File: config.mk
export PLATFORM = sky130hd
export DESIGN_NAME = mem_arbiter_flat
export DESIGN_NICKNAME = d
export VERILOG_FILES = /design/src/rtl/mem_arb_pkg.sv /design/src/rtl/mem_arbiter_if.sv /design/src/rtl/mem_arbiter_arb_pick.sv /design/src/rtl/mem_arbiter.sv /design/src/flat_wrapper.sv
export SDC_FILE = /design/constraint.sdc
export NUM_CORES = 1
export LEC_CHECK = 0
export ABC_AREA = 0
export BUFFER_PORTS_ARGS = -buffer_cell sky130_fd_sc_hd__buf_4
export CORE_ASPECT_RATIO = 1.75
export CORE_MARGIN = 5
export CORE_UTILIZATION = 53
export CTS_BUF_LIST = sky130_fd_sc_hd__clkbuf_4 sky130_fd_sc_hd__clkbuf_8 sky130_fd_sc_hd__clkbuf_16
export CTS_CLUSTER_DIAMETER = 40
export DETAILED_ROUTE_END_ITERATION = 6
export PLACE_DENSITY = 0.88
export SLEW_MARGIN = 0
export SYNTH_ARGS = -nofsm -noshare
export SYNTH_HDL_FRONTEND = slang
export SYNTH_SLANG_ARGS = --single-unit
File: constraint.sdc
create_clock -name clk -period 9.13 [get_ports clk]
set_input_delay 0.4565 -clock clk [delete_from_list [all_inputs] [get_ports clk]]
set_output_delay 0.4565 -clock clk [all_outputs]
set_load 0.02 [all_outputs]
File: src/rtl/mem_arb_pkg.sv
// mem_arb_pkg: shared constants and types for the two-port memory arbiter.
//   - port identifiers (I-cache / D-cache)
//   - per-port FSM encodings
//   - fixed memory read latency and bank-select bit positions
//   - read-tracking pipe entry type
package mem_arb_pkg;

  localparam logic [0:0] PORT_I = 1'b0;
  localparam logic [0:0] PORT_D = 1'b1;

  localparam logic [1:0] ST_EMPTY    = 2'd0;
  localparam logic [1:0] ST_PENDING  = 2'd1;
  localparam logic [1:0] ST_INFLIGHT = 2'd2;

  localparam int READ_LAT = 2;

  // bank index = addr[BANK_MSB:BANK_LSB]
  localparam int BANK_LSB = 1;
  localparam int BANK_MSB = 2;

  typedef struct packed {
    logic valid;
    logic port;
    logic err;
  } trk_t;

endpackage

File: src/rtl/mem_arbiter_if.sv
// mem_arbiter_if: bundle of the I-cache port, D-cache port and main-memory
// bus seen by mem_arbiter.
//   slave  : arbiter view (requests/memory responses in, status/strobes out)
//   master : environment view (cache controllers plus memory)
interface mem_arbiter_if #(
  parameter int ADDR_W = 16,
  parameter int DATA_W = 16,
  parameter int NBANK  = 4
) ();
  import mem_arb_pkg::*;

  logic              i_rd, i_wr, i_stall, i_done, i_err;
  logic [ADDR_W-1:0] i_addr;
  logic [DATA_W-1:0] i_wdata, i_rdata;

  logic              d_rd, d_wr, d_stall, d_done, d_err;
  logic [ADDR_W-1:0] d_addr;
  logic [DATA_W-1:0] d_wdata, d_rdata;

  logic              mem_rd, mem_wr, mem_stall, mem_err;
  logic [ADDR_W-1:0] mem_addr;
  logic [DATA_W-1:0] mem_wdata, mem_rdata;
  logic [NBANK-1:0]  mem_busy;

  modport slave (
    input  i_rd, i_wr, i_addr, i_wdata,
    output i_stall, i_done, i_rdata, i_err,
    input  d_rd, d_wr, d_addr, d_wdata,
    output d_stall, d_done, d_rdata, d_err,
    output mem_rd, mem_wr, mem_addr, mem_wdata,
    input  mem_rdata, mem_busy, mem_stall, mem_err
  );

  modport master (
    output i_rd, i_wr, i_addr, i_wdata,
    input  i_stall, i_done, i_rdata, i_err,
    output d_rd, d_wr, d_addr, d_wdata,
    input  d_stall, d_done, d_rdata, d_err,
    input  mem_rd, mem_wr, mem_addr, mem_wdata,
    output mem_rdata, mem_busy, mem_stall, mem_err
  );

endinterface

File: src/rtl/mem_arbiter_arb_pick.sv
// arb_pick: 2-way grant selector for mem_arbiter.
//   eligible   in  2  per-port eligibility (bit PORT_I / PORT_D)
//   grant      out 2  one-hot grant (or zero)
//   last_grant in  1  port granted most recently   (ARB_RR_EN only)
//   last_next  out 1  pointer value after this cycle (ARB_RR_EN only)
// Build option: ARB_RR_EN selects round-robin; otherwise D has fixed priority.
module arb_pick
  import mem_arb_pkg::*;
(
  input  logic [1:0] eligible,
  output logic [1:0] grant
`ifdef ARB_RR_EN
  ,
  input  logic       last_grant,
  output logic       last_next
`endif
);

`ifdef ARB_RR_EN
  always_comb begin
    grant     = eligible;
    last_next = last_grant;
    // On a tie the port that did not win last time takes the grant.
    if (&eligible) begin
      grant = (last_grant == PORT_D) ? 2'b01 : 2'b10;
    end
    if (grant[PORT_D]) begin
      last_next = PORT_D;
    end else if (grant[PORT_I]) begin
      last_next = PORT_I;
    end
  end
`else
  always_comb begin
    grant         = '0;
    grant[PORT_D] = eligible[PORT_D];
    grant[PORT_I] = eligible[PORT_I] & ~eligible[PORT_D];
  end
`endif

endmodule

File: src/rtl/mem_arbiter.sv
// mem_arbiter: shares one four-banked main memory between the I-cache and
// D-cache controllers. Each port holds one request (EMPTY/PENDING/INFLIGHT),
// issues it when its bank is free, and returns a one-cycle done pulse with
// read data and error. Reads are tracked through the fixed memory latency by
// a small {valid, port, err} shift register.
// Ports:
//   clk  clock
//   rst  asynchronous active-high reset
//   bus  mem_arbiter_if.slave: i_* / d_* cache ports and mem_* memory bus
// Build option: ARB_RR_EN enables round-robin tie breaking (else D priority).
module mem_arbiter
  import mem_arb_pkg::*;
#(
  parameter int ADDR_W = 16,
  parameter int DATA_W = 16,
  parameter int NBANK  = 4
) (
  input logic          clk,
  input logic          rst,
  mem_arbiter_if.slave bus
);

  localparam int BANK_W = $clog2(NBANK);

  logic [1:0]        req_rd, req_wr;
  logic [ADDR_W-1:0] req_addr  [2];
  logic [DATA_W-1:0] req_wdata [2];

  logic [ADDR_W-1:0] addr_q  [2];
  logic [DATA_W-1:0] wdata_q [2];
  logic [DATA_W-1:0] rdata_q [2];
  logic [1:0]        wr_q, stall_q, done_q, err_q;
  logic [1:0]        eligible, grant;

  logic issue, sel, issue_rd;
  trk_t pipe_reg [READ_LAT];

  assign req_rd = {bus.d_rd, bus.i_rd};
  assign req_wr = {bus.d_wr, bus.i_wr};
  assign req_addr[PORT_I]  = bus.i_addr;
  assign req_addr[PORT_D]  = bus.d_addr;
  assign req_wdata[PORT_I] = bus.i_wdata;
  assign req_wdata[PORT_D] = bus.d_wdata;

  // Per-port request FSM
  generate
    for (genvar gi = 0; gi < 2; gi++) begin : g_port
      logic [1:0]        state_reg;
      logic [ADDR_W-1:0] addr_reg;
      logic [DATA_W-1:0] wdata_reg, rdata_reg;
      logic              wr_reg, done_reg, err_reg;
      logic [BANK_W-1:0] bank;
      logic              rd_ret;

      assign bank   = addr_reg[BANK_LSB +: BANK_W];
      assign rd_ret = pipe_reg[READ_LAT-1].valid &&
                      (pipe_reg[READ_LAT-1].port == 1'(gi));
      assign eligible[gi] = (state_reg == ST_PENDING) && !bus.mem_stall &&
                            !bus.mem_busy[bank];

      always_ff @(posedge clk or posedge rst) begin
        if (rst) begin
          state_reg <= ST_EMPTY;
          addr_reg  <= '0;
          wdata_reg <= '0;
          rdata_reg <= '0;
          wr_reg    <= 1'b0;
          done_reg  <= 1'b0;
          err_reg   <= 1'b0;
        end else begin
          done_reg <= 1'b0;
          err_reg  <= 1'b0;
          case (state_reg)
            ST_EMPTY: begin
              if (req_rd[gi] && req_wr[gi]) begin
                // Illegal op: answered with an error, never reaches memory.
                done_reg <= 1'b1;
                err_reg  <= 1'b1;
              end else if (req_rd[gi] || req_wr[gi]) begin
                state_reg <= ST_PENDING;
                addr_reg  <= req_addr[gi];
                wdata_reg <= req_wdata[gi];
                wr_reg    <= req_wr[gi];
              end
            end
            ST_PENDING: begin
              if (grant[gi]) begin
                if (wr_reg) begin
                  // Writes complete at the issue edge, so INFLIGHT is skipped.
                  done_reg  <= 1'b1;
                  err_reg   <= bus.mem_err;
                  state_reg <= ST_EMPTY;
                end else begin
                  state_reg <= ST_INFLIGHT;
                end
              end
            end
            ST_INFLIGHT: begin
              if (rd_ret) begin
                done_reg  <= 1'b1;
                err_reg   <= pipe_reg[READ_LAT-1].err;
                rdata_reg <= bus.mem_rdata;
                state_reg <= ST_EMPTY;
              end
            end
            default: state_reg <= ST_EMPTY;
          endcase
        end
      end

      assign addr_q[gi]  = addr_reg;
      assign wdata_q[gi] = wdata_reg;
      assign rdata_q[gi] = rdata_reg;
      assign wr_q[gi]    = wr_reg;
      assign done_q[gi]  = done_reg;
      assign err_q[gi]   = err_reg;
      assign stall_q[gi] = (state_reg != ST_EMPTY);
    end
  endgenerate

  // Grant selection
`ifdef ARB_RR_EN
  logic last_reg, last_next;

  always_ff @(posedge clk or posedge rst) begin
    if (rst) begin
      last_reg <= PORT_D;
    end else begin
      last_reg <= last_next;
    end
  end

  arb_pick u_pick (
    .eligible   (eligible),
    .grant      (grant),
    .last_grant (last_reg),
    .last_next  (last_next)
  );
`else
  arb_pick u_pick (
    .eligible (eligible),
    .grant    (grant)
  );
`endif

  // Memory issue: driven combinationally from the granted port's registers
  assign issue    = |grant;
  assign sel      = grant[PORT_D];
  assign issue_rd = issue & ~wr_q[sel];

  assign bus.mem_rd    = issue_rd;
  assign bus.mem_wr    = issue & wr_q[sel];
  assign bus.mem_addr  = issue ? addr_q[sel]  : '0;
  assign bus.mem_wdata = issue ? wdata_q[sel] : '0;

  // Read tracking: the last stage lines up with valid mem_rdata
  always_ff @(posedge clk or posedge rst) begin
    if (rst) begin
      for (int k = 0; k < READ_LAT; k++) begin
        pipe_reg[k] <= '0;
      end
    end else begin
      pipe_reg[0] <= trk_t'{valid: issue_rd, port: sel, err: bus.mem_err & issue_rd};
      for (int k = 1; k < READ_LAT; k++) begin
        pipe_reg[k] <= pipe_reg[k-1];
      end
    end
  end

  assign bus.i_stall = stall_q[PORT_I];
  assign bus.d_stall = stall_q[PORT_D];
  assign bus.i_done  = done_q[PORT_I];
  assign bus.d_done  = done_q[PORT_D];
  assign bus.i_err   = err_q[PORT_I];
  assign bus.d_err   = err_q[PORT_D];
  assign bus.i_rdata = rdata_q[PORT_I];
  assign bus.d_rdata = rdata_q[PORT_D];

endmodule

File: src/flat_wrapper.sv
// flat-port wrapper written by rule: the top's interface ports become plain ports
module mem_arbiter_flat import mem_arb_pkg::*;
#(
  parameter int ADDR_W = 16,
  parameter int DATA_W = 16,
  parameter int NBANK  = 4
)
  (clk, rst, bus_i_rd, bus_i_wr, bus_i_addr, bus_i_wdata, bus_i_stall, bus_i_done, bus_i_rdata, bus_i_err, bus_d_rd, bus_d_wr, bus_d_addr, bus_d_wdata, bus_d_stall, bus_d_done, bus_d_rdata, bus_d_err, bus_mem_rd, bus_mem_wr, bus_mem_addr, bus_mem_wdata, bus_mem_rdata, bus_mem_busy, bus_mem_stall, bus_mem_err);
  mem_arbiter_if #(.ADDR_W(ADDR_W), .DATA_W(DATA_W), .NBANK(NBANK)) bus_i ();
  input logic clk;
  input logic rst;
  input wire logic [$bits(bus_i.i_rd)-1:0] bus_i_rd;
  input wire logic [$bits(bus_i.i_wr)-1:0] bus_i_wr;
  input wire logic [$bits(bus_i.i_addr)-1:0] bus_i_addr;
  input wire logic [$bits(bus_i.i_wdata)-1:0] bus_i_wdata;
  output wire logic [$bits(bus_i.i_stall)-1:0] bus_i_stall;
  output wire logic [$bits(bus_i.i_done)-1:0] bus_i_done;
  output wire logic [$bits(bus_i.i_rdata)-1:0] bus_i_rdata;
  output wire logic [$bits(bus_i.i_err)-1:0] bus_i_err;
  input wire logic [$bits(bus_i.d_rd)-1:0] bus_d_rd;
  input wire logic [$bits(bus_i.d_wr)-1:0] bus_d_wr;
  input wire logic [$bits(bus_i.d_addr)-1:0] bus_d_addr;
  input wire logic [$bits(bus_i.d_wdata)-1:0] bus_d_wdata;
  output wire logic [$bits(bus_i.d_stall)-1:0] bus_d_stall;
  output wire logic [$bits(bus_i.d_done)-1:0] bus_d_done;
  output wire logic [$bits(bus_i.d_rdata)-1:0] bus_d_rdata;
  output wire logic [$bits(bus_i.d_err)-1:0] bus_d_err;
  output wire logic [$bits(bus_i.mem_rd)-1:0] bus_mem_rd;
  output wire logic [$bits(bus_i.mem_wr)-1:0] bus_mem_wr;
  output wire logic [$bits(bus_i.mem_addr)-1:0] bus_mem_addr;
  output wire logic [$bits(bus_i.mem_wdata)-1:0] bus_mem_wdata;
  input wire logic [$bits(bus_i.mem_rdata)-1:0] bus_mem_rdata;
  input wire logic [$bits(bus_i.mem_busy)-1:0] bus_mem_busy;
  input wire logic [$bits(bus_i.mem_stall)-1:0] bus_mem_stall;
  input wire logic [$bits(bus_i.mem_err)-1:0] bus_mem_err;
  assign bus_i.i_rd = bus_i_rd;
  assign bus_i.i_wr = bus_i_wr;
  assign bus_i.i_addr = bus_i_addr;
  assign bus_i.i_wdata = bus_i_wdata;
  assign bus_i_stall = bus_i.i_stall;
  assign bus_i_done = bus_i.i_done;
  assign bus_i_rdata = bus_i.i_rdata;
  assign bus_i_err = bus_i.i_err;
  assign bus_i.d_rd = bus_d_rd;
  assign bus_i.d_wr = bus_d_wr;
  assign bus_i.d_addr = bus_d_addr;
  assign bus_i.d_wdata = bus_d_wdata;
  assign bus_d_stall = bus_i.d_stall;
  assign bus_d_done = bus_i.d_done;
  assign bus_d_rdata = bus_i.d_rdata;
  assign bus_d_err = bus_i.d_err;
  assign bus_mem_rd = bus_i.mem_rd;
  assign bus_mem_wr = bus_i.mem_wr;
  assign bus_mem_addr = bus_i.mem_addr;
  assign bus_mem_wdata = bus_i.mem_wdata;
  assign bus_i.mem_rdata = bus_mem_rdata;
  assign bus_i.mem_busy = bus_mem_busy;
  assign bus_i.mem_stall = bus_mem_stall;
  assign bus_i.mem_err = bus_mem_err;
  mem_arbiter #(.ADDR_W(ADDR_W), .DATA_W(DATA_W), .NBANK(NBANK)) u_core (.clk(clk), .rst(rst), .bus(bus_i));
endmodule
Word level (Yosys, flattened, before mapping)
Cells that the tools add are included.
{"block": "classes", "n_lt_le_gt_ge": 4, "n_eq_ne": 12, "n_mux": 44, "bitwise": 10, "reduce_logical": 24}
{"operator": "$mux 16", "count": 8}
{"operator": "$mux 2", "count": 10}
{"operator": "$mux 1", "count": 18}
{"operator": "$ne 2x1->1 const B", "count": 6}
{"operator": "$pmux 1 s3", "count": 4}
{"operator": "$pmux 2 s3", "count": 2}
{"operator": "$logic_and 1x1->1", "count": 8}
{"operator": "$reduce_and 4->1", "count": 2}
{"operator": "$lt 2x3->1 const B", "count": 2}
{"operator": "$reduce_and 3->1", "count": 2}
{"operator": "$not 1->1", "count": 5}
{"operator": "$and 1x1->1", "count": 4}
{"operator": "$bmux 1 s2", "count": 2}
{"operator": "$eq 2x1->1 const B", "count": 2}
{"operator": "$eq 2x2->1 const B", "count": 2}
{"operator": "$logic_not 2->1", "count": 2}
{"operator": "$ne 2x2->1 const B", "count": 2}
{"operator": "$reduce_and 2->1", "count": 2}
{"operator": "$reduce_bool 2->1", "count": 2}
{"operator": "$logic_not 1->1", "count": 3}
{"operator": "$ge 2x2->1 const B", "count": 1}
{"operator": "$logic_or 1x1->1", "count": 2}
{"operator": "$lt 1x2->1 const B", "count": 1}
{"operator": "$not 1->2", "count": 1}
{"operator": "$reduce_or 2->1", "count": 1}
{"block": "totals", "register_bits": 112, "inputBits": 92, "output_inout_bits": 72}

Depth between registers and ports, before layout
{"block": "logic_depth", "depth_word": 9, "ltp_mapped": 6, "ltp_nobuf": 5}

By module
A second synthesis with hierarchy kept.
{"block": "unflattened", "hier_cells": 353, "hier_area_um2": 5154.9}
{"mod": "mem_arbiter", "instances": 1, "cells_each": 351, "area_each_um2": 5133.7, "seq_area_each_um2": 2802.7}
{"mod": "arb_pick", "instances": 1, "cells_each": 2, "area_each_um2": 21.3, "seq_area_each_um2": 0.0}

Worst setup path before layout
Ideal clock, no wire load.
{"block": "synth_path", "kind": "input port to output port", "startpoint": "input bus_mem_busy[3]", "endpoint": "output bus_mem_wr", "arrival_ps": 1923, "slack_ps": 6750, "cell_stages": 4, "path_cell_list": "mux4_2 or3_4 nand2b_4 o21ai_0"}
{"block": "synth_between", "elab_chain_cells": 8, "word_cells_on_any_way": 14}
{"item": "start, declared", "line": "flat_wrapper.sv:33", "source": "input wire logic [$bits(bus_i.mem_busy)-1:0] bus_mem_busy;"}
{"item": "$bmux 1 s2", "line": "mem_arbiter.sv:59", "source": "!bus.mem_busy[bank];"}
{"item": "$mux 1 (not written as such)", "line": "mem_arbiter.sv:59"}
{"item": "$logic_not 1->1", "line": "mem_arbiter.sv:59"}
{"item": "$logic_and 1x1->1", "line": "mem_arbiter.sv:58", "source": "assign eligible[gi] = (state_reg == ST_PENDING) && !bus.mem_stall &&"}
{"item": "$not 1->1", "line": "mem_arbiter_arb_pick.sv:37", "source": "grant[PORT_I] = eligible[PORT_I] & ~eligible[PORT_D];"}
{"item": "$and 1x1->1", "line": "mem_arbiter_arb_pick.sv:37"}
{"item": "$reduce_or 2->1", "line": "mem_arbiter.sv:147", "source": "assign issue = |grant;"}
{"item": "$and 1x1->1 (*)", "line": "mem_arbiter.sv:152", "source": "assign bus.mem_wr = issue & wr_q[sel];"}
{"item": "end, declared", "line": "flat_wrapper.sv:29", "source": "output wire logic [$bits(bus_i.mem_wr)-1:0] bus_mem_wr;"}
Every way passes the cells marked *; elsewhere a longest branch is shown, timed or not. The select of a mux whose other input is x is not followed.

Worst setup path in the final report
{"block": "layout_path", "startpoint": "register u_core.g_port[0].addr_reg[1]", "endpoint": "output bus_mem_addr[12]"}
{"block": "layout_between", "elab_chain_cells": 7}
{"item": "start, declared", "line": "mem_arbiter.sv:49", "source": "logic [ADDR_W-1:0] addr_reg;"}
{"item": "start signal, assigned", "line": "mem_arbiter.sv:81", "source": "addr_reg <= req_addr[gi];"}
{"item": "$bmux 1 s2", "line": "mem_arbiter.sv:59"}
{"item": "$mux 1 (not written as such)", "line": "mem_arbiter.sv:59"}
{"item": "$logic_not 1->1", "line": "mem_arbiter.sv:59"}
{"item": "$logic_and 1x1->1", "line": "mem_arbiter.sv:58"}
{"item": "$and 1x1->1", "line": "mem_arbiter_arb_pick.sv:37"}
{"item": "$reduce_or 2->1", "line": "mem_arbiter.sv:147"}
{"item": "$mux 16", "line": "mem_arbiter.sv:153", "source": "assign bus.mem_addr = issue ? addr_q[sel] : '0;"}
{"item": "end, declared", "line": "flat_wrapper.sv:30", "source": "output wire logic [$bits(bus_i.mem_addr)-1:0] bus_mem_addr;"}
No other way between the ends. The select of a mux whose other input is x is not followed.

==> results.py <==
metrics = {
    "floorplanning": {
        "fp.dieArea_sq_um": 10800,
        "rows": 45,
        "initial_utilization": 0.537,
        "io_pins": 164,
        "coreArea_sq_um": 8610,
        "die_w_microns": 80.6,
        "dieHeight_microns": 134,
    },
    "sta": {
        "clock_skew_ns": 0.00674,
        "period_minus_slack_ns": 3.19,
        "drv_slew": 0,
        "hold_viol_final": 0,
        "slew_headroom": 0.316,
        "finalCritPeriodShare": 0.349,
        "tightest_slew_ns": 1.02,
        "tns_ns": 0,
        "rsz0062_at_grt": "false",
        "setup_viol": 0,
        "max_freq_mhz": 314,
    },
    "synth": {
        "synth_warnings": 0,
        "synth_top_area_share": 0.606,
        "synth_most_common_cell": "dfrtp_1",
        "synth-edff-count": 0,
        "syn-num-nets": 403,
        "netlist_area_sq_um": 4630,
        "synth_area_leaders": "dfrtp_1 61%, mux2_2 24%, a22o_1 5.7%, mux4_2 0.97%, buf_6 0.73%",
        "synth_commonest_cells": "112 x dfrtp_1, 97 x mux2_2, 30 x a22o_1",
        "synth_top_cell_by_area": "dfrtp_1",
        "synth_area_per_cell_sq_um": 14.9,
        "synth_flop_cell": "dfrtp_1",
        "ys_seq_elements": 112,
        "seq_area_frac_synth": 0.606,
        "synth_cells": 311,
        "synthArstFlopShare": 1.00,
        "yosysUniqueCellTypes": 34,
    },
    "cts": {
        "cts_setup_buffers": 0,
        "cts_root_buf": "clkbuf_16",
        "clk_pin_slew_ns": 0.07,
        "htreeDepth": 3,
        "postCtsResizedCells": 0,
        "clockBufferDepth": 2,
        "cts_tree": "yes",
        "clock_latency_ns": 0.34,
        "cts_buffers": 9,
        "hold_buffers": 0,
        "cts_num_sinks": 112,
    },
    "min_path": {
        "min-delay-path-class": "primary input to asynchronous set/reset pin",
    },
    "detailed_routing": {
        "drtPass1Iterations": 4,
        "via_per_inst": 5.46,
        "drc": 0,
        "drtIter0Drc": 98,
        "routed_wl_microns": 11000,
        "post_drt_wl_per_cell_microns": 18.5,
        "final_antenna_net_count": 0,
        "vias": 3253,
    },
    "power": {
        "leakagePower_nw": 3.05,
        "p_per_area_nw_per_um2": 334,
        "worst_ir_drop_vdd_uv": 192,
    },
    "place": {
        "gp_congestion": 0.726,
        "io_buffers": 163,
        "dpl-instance-area_sq_um": 5960,
        "placed_cells": 580,
        "hpwl_microns": 7970,
    },
    "cells_and_area": {
        "fillerInstances": 603,
        "areaGrowthSynthToFinish_pct": 35.9,
        "drive_gt1_frac": 0.603,
        "antenna_cells": 0,
        "fin_cells": 596,
        "ff_latch_area_sq_um": 2800,
        "layout.nets": 566,
        "postLayoutCellArea_sq_um": 6290,
        "multi_input_area_sq_um": 1720,
    },
    "critical_path": {
        "path_buf_inv": 1,
        "required_ns": 8.67,
        "worst_path_max_delay_cell": "nor2_4",
        "arrival_ns": 2.73,
        "critical_path_class": "register to primary output",
        "crit_chain": "mux4_2 > or3_4 > nor2_4 > a22o_1 > buf_4",
        "r2r_end": "u_core.bus.i_err",
        "path_max_fanout": 34,
        "r2r_slack_ns": 6.80,
        "cp-start-kind": "register",
        "r2r-start": "u_core.g_port[1].addr_reg[1]",
        "path_delay_family": "simple AND/OR/NAND/NOR gates",
        "slowest_delay_ns": 0.67,
        "crit_path_end_kind": "primary output",
        "reg2reg_depth": 5,
    },
    "global_route": {
        "grt_pass1_wl_microns": 17900,
        "grt_usage": 0.216,
        "grt_pass1_vias": 3641,
        "grt_max_degree": 65,
        "grt_overflow": 0,
        "antenna_found_initial": 0,
    },
    "run": {
        "drv_cap": 0,
    },
    "outcome": {
        "outcome": "completed",
    },
}
## cell type report
class / instances / area share
Clock buffer: 10 / 0.0380
Clock inverter: 6 / 0.0143
Inverter: 9 / 0.00657
Multi-Input combinational cell: 175 / 0.273
Sequential cell: 112 / 0.446
Tap cell: 117 / 0.0233
Timing Repair Buffer: 167 / 0.199
## worst reg2reg max path, stage by stage, from the launching register on
cell      delay (ns)
dfrtp_1         0.43
mux4_2          0.51
or3_4           0.39
clkinv_4        0.26
nor2_4          0.24
a221o_1         0.38
## layer usage
metal  share of wire  GRT usage  vias to the layer above  wire [microns]
met5               0          0                        -               0
met4           0.019     0.0771                        0             214
met3           0.083     0.0758                       21             920
met2            0.56      0.388                      128            6140
met1            0.34      0.228                     1645            3750
li1                -          -                     1459               -
## power breakdown
part | leakage [nW] | switching (mW) | internal, mW | total, mW
combinational | 1.52 | 0.395 | 0.431 | 0.825
clock | 0.159 | 0.172 | 0.249 | 0.421
sequential | 1.36 | 0.136 | 0.715 | 0.851
total | 3.05 | 0.703 | 1.39 | 2.10
## cells by family (layout without fill, tap and decap cells)
| logic type | after synthesis | in the layout | share of synthesized area |
|---|---|---|---|
| flip-flops | 112 | 112 | 0.606 |
| buffers and inverters | 24 | 192 | 0.0265 |
| AO/OA/AOI/OAI | 45 | 45 | 0.0779 |
| AND/OR/NAND/NOR | 27 | 27 | 0.0357 |
| multiplexers | 101 | 101 | 0.250 |
| XOR/XNOR | 2 | 2 | 0.00379 |
## worst max-delay path by stage
stage / start / end / slack (ns) / cells after the start
global route: u_core.g_port[1].addr_reg[1] / bus_mem_addr[8] / 5.77 / 6
floorplan: rst / u_core.bus.d_done / 5.71 / 1
global placement: bus_mem_busy[3] / bus_mem_wdata[13] / 6.18 / 6
detailed placement: bus_mem_busy[3] / bus_mem_addr[8] / 6.14 / 6
finish: u_core.g_port[0].addr_reg[1] / bus_mem_addr[12] / 5.94 / 5
CTS: u_core.g_port[0].addr_reg[1] / bus_mem_addr[8] / 5.90 / 5
## placed cells by master (no fill, tap or decap), types with 2 or more instances in the layout
| cell type | netlist | layout |
|---|---|---|
| buf_4 | 0 | 167 |
| dfrtp_1 | 112 | 112 |
| mux2_2 | 97 | 97 |
| a22o_1 | 30 | 30 |
| clkbuf_16 | 0 | 9 |
| inv_1 | 8 | 7 |
| nand2_1 | 7 | 7 |
| o21ai_0 | 5 | 5 |
| nor2_1 | 4 | 4 |
| nand3_1 | 4 | 4 |
| a21oi_1 | 3 | 3 |
| mux4_2 | 2 | 2 |
| nand2b_1 | 2 | 2 |
| or3_4 | 2 | 2 |
| clkinv_4 | 1 | 2 |
| xor2_1 | 2 | 2 |
| mux2i_1 | 2 | 2 |
| bufinv_16 | 0 | 2 |
## through the flow
stage,hold slack [ns],power [mW],setup WS (ns),util
after floorplan,0.331,1.36,5.71,-
after global placement,0.334,1.65,6.18,0.692
after detailed placement,0.343,1.69,6.14,0.692
after CTS,0.202,2.12,5.90,0.730
after global routing,0.240,2.22,5.77,0.730
final,0.178,2.10,5.94,0.730
Power figures use the tool's default switching activity.
